### config.mk
export PLATFORM = sky130hd
export DESIGN_NAME = booth_mult_seq
export DESIGN_NICKNAME = d
export VERILOG_FILES = /design/src/rtl/booth_pkg.sv /design/src/rtl/booth_step.sv /design/src/rtl/booth_mult_seq.sv
export SDC_FILE = /design/constraint.sdc
export NUM_CORES = 1
export LEC_CHECK = 0
export BUFFER_PORTS_ARGS = -buffer_cell sky130_fd_sc_hd__buf_2
export CAP_MARGIN = 40
export CORE_MARGIN = 4
export CORE_UTILIZATION = 55
export CTS_BUF_LIST = sky130_fd_sc_hd__clkbuf_8
export DETAILED_ROUTE_END_ITERATION = 10
export PLACE_DENSITY = 0.84
export SLEW_MARGIN = 20
export SYNTH_ARGS = -nofsm -noshare
export SYNTH_HDL_FRONTEND = slang
export SYNTH_SLANG_ARGS = --single-unit
### constraint.sdc
create_clock -name CLK100MHZ -period 2.8 [get_ports CLK100MHZ]
set_input_delay 0.56 -clock CLK100MHZ [delete_from_list [all_inputs] [get_ports CLK100MHZ]]
set_output_delay 0.56 -clock CLK100MHZ [all_outputs]
set_load 0.05 [all_outputs]
### src/rtl/booth_pkg.sv
// Shared definitions for the sequential radix-2 Booth multiplier.
package booth_pkg;
  localparam int BOOTH_WIDTH = 8;

  typedef enum logic [1:0] {
    IDLE = 2'd0,
    RUN  = 2'd1,
    DONE = 2'd2
  } state_t;
endpackage

### src/rtl/booth_step.sv
// One radix-2 Booth iteration: conditional add/subtract of M, then arithmetic
// right shift of {acc, Q, q_-1}.
module booth_step #(
  parameter int WIDTH = 8
) (
  input  logic [WIDTH+1:0] i_acc,
  input  logic [WIDTH:0]   i_q,
  input  logic             i_q1,
  input  logic [WIDTH:0]   i_m,
  output logic [WIDTH+1:0] o_acc,
  output logic [WIDTH:0]   o_q,
  output logic             o_q1
);
  logic [WIDTH+1:0] w_m_ext;
  logic [WIDTH+1:0] w_sum;

  assign w_m_ext = {i_m[WIDTH], i_m};

  always_comb begin
    w_sum = i_acc;
    case ({i_q[0], i_q1})
      2'b01:   w_sum = i_acc + w_m_ext;
      2'b10:   w_sum = i_acc - w_m_ext;
      default: w_sum = i_acc;
    endcase
  end

  assign o_acc = {w_sum[WIDTH+1], w_sum[WIDTH+1:1]};
  assign o_q   = {w_sum[0], i_q[WIDTH:1]};
  assign o_q1  = i_q[0];
endmodule

### src/rtl/booth_mult_seq.sv
// Sequential Booth multiplier: WIDTH+1 iterations on (WIDTH+1)-bit extended
// operands, so signed and unsigned share one datapath with fixed latency.
module booth_mult_seq
  import booth_pkg::*;
#(
  parameter int WIDTH = BOOTH_WIDTH
) (
  input  logic                 CLK100MHZ,
  input  logic                 reset,
  input  logic                 start,
  input  logic                 signed_mode,
  input  logic [WIDTH-1:0]     A,
  input  logic [WIDTH-1:0]     B,
  output logic                 ready,
  output logic                 busy,
  output logic                 done,
  output logic [2*WIDTH-1:0]   product
);
  localparam int CW = $clog2(WIDTH + 2);

  state_t             r_state;
  logic [WIDTH+1:0]   r_acc;
  logic [WIDTH:0]     r_q;
  logic [WIDTH:0]     r_m;
  logic               r_q1;
  logic [CW-1:0]      r_cnt;
  logic [2*WIDTH-1:0] r_product;

  logic [WIDTH:0]     w_a_ext;
  logic [WIDTH:0]     w_b_ext;
  logic [WIDTH+1:0]   w_acc_nxt;
  logic [WIDTH:0]     w_q_nxt;
  logic               w_q1_nxt;

  // The extra top bit turns unsigned operands into non-negative signed ones.
  assign w_a_ext = {signed_mode & A[WIDTH-1], A};
  assign w_b_ext = {signed_mode & B[WIDTH-1], B};

  booth_step #(.WIDTH(WIDTH)) u_step (
    .i_acc (r_acc),
    .i_q   (r_q),
    .i_q1  (r_q1),
    .i_m   (r_m),
    .o_acc (w_acc_nxt),
    .o_q   (w_q_nxt),
    .o_q1  (w_q1_nxt)
  );

  always_ff @(posedge CLK100MHZ or posedge reset) begin
    if (reset) begin
      r_state   <= IDLE;
      r_acc     <= '0;
      r_q       <= '0;
      r_m       <= '0;
      r_q1      <= 1'b0;
      r_cnt     <= '0;
      r_product <= '0;
    end else begin
      case (r_state)
        IDLE: begin
          if (start) begin
            r_m       <= w_a_ext;
            r_q       <= w_b_ext;
            r_acc     <= '0;
            r_q1      <= 1'b0;
            r_cnt     <= CW'(WIDTH + 1);
            r_product <= '0;
            r_state   <= RUN;
          end
        end
        RUN: begin
          r_acc <= w_acc_nxt;
          r_q   <= w_q_nxt;
          r_q1  <= w_q1_nxt;
          r_cnt <= r_cnt - CW'(1);
          // Product fits in 2*WIDTH bits, so the upper acc bits are only sign.
          if (r_cnt == CW'(1)) begin
            r_product <= {w_acc_nxt[WIDTH-2:0], w_q_nxt};
            r_state   <= DONE;
          end
        end
        DONE:    r_state <= IDLE;
        default: r_state <= IDLE;
      endcase
    end
  end

  assign ready   = (r_state == IDLE);
  assign busy    = (r_state == RUN);
  assign done    = (r_state == DONE);
  assign product = r_product;
endmodule

# Yosys cells after proc, flatten, opt, wreduce, memory -nomap -nowiden
# Cells that the tools add are included.
# op_classes
eq_ne	7
n_addsub	3
n_reduce_logical	6
n_bitwise	2
muxes	15
# op_table
cell	n
$pmux W10 S2	2
$mux W16	2
$pmux W16 S2	1
$pmux W9 S2	1
$add A10 B10 Y10	1
$mux W10	1
$sub A10 B10 Y10	1
$mux W9	1
$pmux W4 S2	1
$reduce_and A2 Y1	3
$eq A2 B1 Y1 const B	2
$eq A2 B2 Y1 const B	2
$eq A4 B1 Y1 const B	1
$mux W2	2
$mux W4	1
$pmux W2 S2	1
$sub A4 B1 Y4 const B	1
$reduce_and A3 Y1	1
$and A1 B1 Y1	2
$logic_not A2 Y1	1
$ne A2 B1 Y1 const B	1
$ne A2 B2 Y1 const B	1
$pmux W1 S2	1
$reduce_bool A2 Y1	1
$mux W1	1
# totals
ff_bits	51
elab_cells	40

# Longest topological paths before layout
# depth
word_depth	4
depth_mapped	13

# By module
# From an unflattened synthesis, not the netlist that was laid out.
# unflattened
cells_unflattened	265
area_unflattened_um2	2850.2
# by_module_without_submodules
mod	n_inst	area_each_um2	cells_per_inst
booth_mult_seq	1	2067.0	155
booth_step	1	783.3	110

# Worst setup path before layout
# No wires, ideal clock.
# synth_path
path_kind	register -> register
start	register r_q1
end	register r_acc[7]
path_stages_with_launch	12
synth_period_minus_slack_ps	2527
setup_time_ps	122
arrival_time_ps	2405
slack_ps	273
required_time_ps	2678
path_cell_list	dfrtp_1 -> inv_1 -> ha_1 -> clkbuf_1 -> mux2i_1 -> fa_1 -> a21o_1 -> a21o_1 -> a2111oi_4 -> o21bai_1 -> mux2i_1 -> nand2_1
# synth_via
elab_chain_len	3
word_cells_on_any_way	4
classes_between	eq/ne: 2; mux: 2
# synth_lines
element	line	rtl
start, declared	booth_mult_seq.sv:25	logic r_q1;
start signal, assigned	booth_mult_seq.sv:74	r_q1 <= w_q1_nxt;
$eq A2 B2 Y1 or $eq A2 B1 Y1 (tied branches)	booth_step.sv:21	case ({i_q[0], i_q1})
$pmux W10 S2 (*)	booth_step.sv:21	
$pmux W10 S2 (*)	booth_mult_seq.sv:59	case (r_state)
end signal, assigned	booth_mult_seq.sv:72	r_acc <= w_acc_nxt;
end, declared	booth_mult_seq.sv:22	logic [WIDTH+1:0] r_acc;
# Mark *: on every way between the ends. The rest lies on a longest branch, timed or not.
# A chain may end at the register's enable or synchronous reset.

# Worst setup path after layout
# layout_path
start	register r_m[0]
end	register r_acc[8]
# layout_via
elab_chain_len	3
word_cells_on_any_way	4
classes_between	add/sub: 2; mux: 2
# layout_lines
element	line	rtl
start, declared	booth_mult_seq.sv:24	logic [WIDTH:0] r_m;
start signal, assigned	booth_mult_seq.sv:62	r_m <= w_a_ext;
$sub A10 B10 Y10 or $add A10 B10 Y10 (tied branches)	booth_step.sv:23, booth_step.sv:22	
$pmux W10 S2 (*)	booth_step.sv:21	
$pmux W10 S2 (*)	booth_mult_seq.sv:59	
# Marks and branches as above.

==> flow_metrics.tcl <==
set metrics [dict create \
    antenna_found_initial 0 \
    r2r-start "r_m[0]" \
    rr_worst_depth 13 \
    core.rowCount 25 \
    async_reset_ff_frac 1.00 \
    crit_path_start "r_m[0]" \
    cts.clk_slew.worst_paths_ns 0.09 \
    critPathMaxFanout 8 \
    drtAntennaViolNets 0 \
    slew_viol_final 0 \
    wl_per_cell_um 14.4 \
    worstSkewPairLatency_ns 0.30 \
    drt_iter0_drc 133 \
    ys_types 37 \
    postSynthNetCount 329 \
    cap_violations 0 \
    die-area_um2 6110 \
    syn_to_final_growth_pct 14.5 \
    synthTopCellsByArea "dfrtp_1 46%, nand2_1 9.6%, ha_1 6.0%, o21ai_0 5.4%, mux2i_1 4.8%" \
    fp.coreArea_um2 4750 \
    cts_tree "done" \
    synthesis.area_um2 2710 \
    gp_congestion 0.915 \
    cp.arrival_ns 2.96 \
    grt_pass1_vias 2089 \
    clock_skew_ns 0.00456 \
    routed_wl_um 5750 \
    start_util 0.569 \
    die_h_um 78.1 \
    setup_viol 0 \
    detail_route.first_pass.iterations 4 \
    io_pins 39 \
    n_antenna_cell 0 \
    rrSetupSlack_ns 0.07 \
    holdWs_ns 0.214 \
    finalHoldViolations 0 \
    cts_buffers 5 \
    syn-mean-instance-area_um2 9.17 \
    grt_pass1_wl_um 9510 \
    met3_usage 0.0413 \
    yosys.area.top_type "dfrtp_1" \
    grt_usage 0.195 \
    period_share 0.974 \
    rr_endpoint "r_acc[8]" \
    pre_cts_slack_ns 0.169 \
    final_util 0.652 \
    grtUsageMet2 0.333 \
    grt-busiest-layer "met2" \
    final_net_count 366 \
    cp_data_required_time_ns 3.03 \
    ctsRootBufferMaster "clkbuf_8" \
    cts_setup_buffers 0 \
    port_buffers 38 \
    grt_max_degree 34 \
    layout-drive-gt1-share 0.183 \
    cp-end-kind "flop" \
    ys.flop_type "dfrtp_1" \
    place_hpwl_um 4180 \
    synthCells 295 \
    die_x_um 78.1 \
    worstSetupStartpointType "flop" \
    yosys.area.top_type_share 0.462 \
    relSlewSlack 0.660 \
    path_class "reg2reg" \
    clk_path_buf_depth 2 \
    fin_ws_ns 0.0726 \
    hp-class "in2async" \
    grt_overflow_total 0 \
    htreeDepth 2 \
    place_area_um2 2970 \
    ys_ff_latch 50 \
    synth_seq_area_share 0.462 \
    met1_usage 0.245 \
    drt-vias-per-instance 5.46 \
    post-route-cell-area_um2 3100 \
    fmax_mhz 367 \
    worstMarginPinSlew_ns 0.509 \
    status "finished clean" \
    period_minus_slack_ns 2.73 \
    via_count 2183 \
    clock_sinks 50 \
    synth_edf_count 0 \
    yosys_warnings 0 \
    drc_errors 0 \
]
## through the flow
stage / instances / TNS [ns]
2_1_floorplan: 295 / 0
3_3_place_gp: 392 / 0
3_5_place_dp: 392 / 0
4_1_cts: 400 / 0
5_1_grt: 400 / -0.283
6_report: 400 / 0
## registers in the layout (all words and copies together), names as in the netlist
signal	cells
product	16
r_acc	9
r_cnt	4
r_m	9
r_q	9
r_q1	1
r_state	2
## critical path, cell delays in order, from the launching register on
cell,delay (ns)
dfrtp_2,0.46
inv_1,0.11
ha_1,0.22
nand2_1,0.10
nor3_1,0.23
nor2_1,0.09
xnor2_1,0.13
ha_1,0.38
a21o_1,0.22
nand3_1,0.09
nand2_1,0.09
nor3_1,0.20
o21a_1,0.15
mux2i_1,0.17
## cell usage after synthesis (4+ instances only)
library cell / instances
o21ai_0: 29
o31ai_1: 4
nand2_1: 69
ha_1: 13
dfrtp_1: 50
clkbuf_1: 8
nand3_1: 7
mux2i_1: 13
nor3_1: 8
xnor2_1: 9
a21oi_1: 11
a21o_1: 5
a31oi_1: 7
nor2_1: 15
inv_1: 10
o21a_1: 5
## layout make-up
type,count,area (um^2)
clock buffers,5,68.8
clock inverters,3,41.3
fillers,414,1660
inverters,11,41.3
multi-input cells,220,1360
flip-flops and latches,50,1250
well taps,67,83.8
repair buffers,44,248
## worst max-delay path by stage
stage	cells past startpoint	endpoint
after floorplan	11	r_acc[7]
after global placement	10	r_acc[7]
after detailed placement	10	r_acc[7]
after CTS	10	r_acc[6]
after global routing	13	r_acc[8]
final	13	r_acc[8]
## timing repair
| action | in CTS | in global routing |
|---|---|---|
| hold buffers | 0 | 0 |
| setup endpoints to repair | 0 | 4 |
| resized for setup | 0 | 5 |
## placed cells by master, fill, tap and decap left out, types with 2 or more instances in the layout
cell / instances
nand2_1: 69
dfrtp_1: 48
buf_2: 38
o21ai_0: 29
nor2_1: 15
mux2i_1: 12
ha_1: 12
a21oi_1: 11
inv_1: 10
xnor2_1: 9
nor3_1: 8
a31oi_1: 7
nand3_1: 7
a21o_1: 5
o21a_1: 5
clkbuf_8: 5
buf_4: 5
o31ai_1: 4
nand2b_1: 3
and3_1: 3
xor2_1: 3
inv_2: 2
nor2b_1: 2
dfrtp_2: 2
## routing by layer
| metal | vias up | wire length [um] |
|---|---|---|
| li1 | 1082 | - |
| met1 | 1046 | 2590 |
| met5 | - | 0 |
| met3 | 8 | 230 |
| met4 | 0 | 104 |
| met2 | 47 | 2820 |
## cell families (layout without fill, tap and decap cells)
kind of cell               after synthesis  in the layout  synth area share
and+or+nand+nor                        114            114             0.188
buffers and inverters                   25             63            0.0402
DFF                                     50             50             0.462
adders and majority gates               14             14            0.0675
muxes                                   14             14            0.0522
xor gates and xnor gates                12             12            0.0388
AOI/OAI and AO/OA                       66             66             0.151
Power is not shown: default switching activity piles up to over one toggle a cycle in this logic, so the estimate is an artifact.
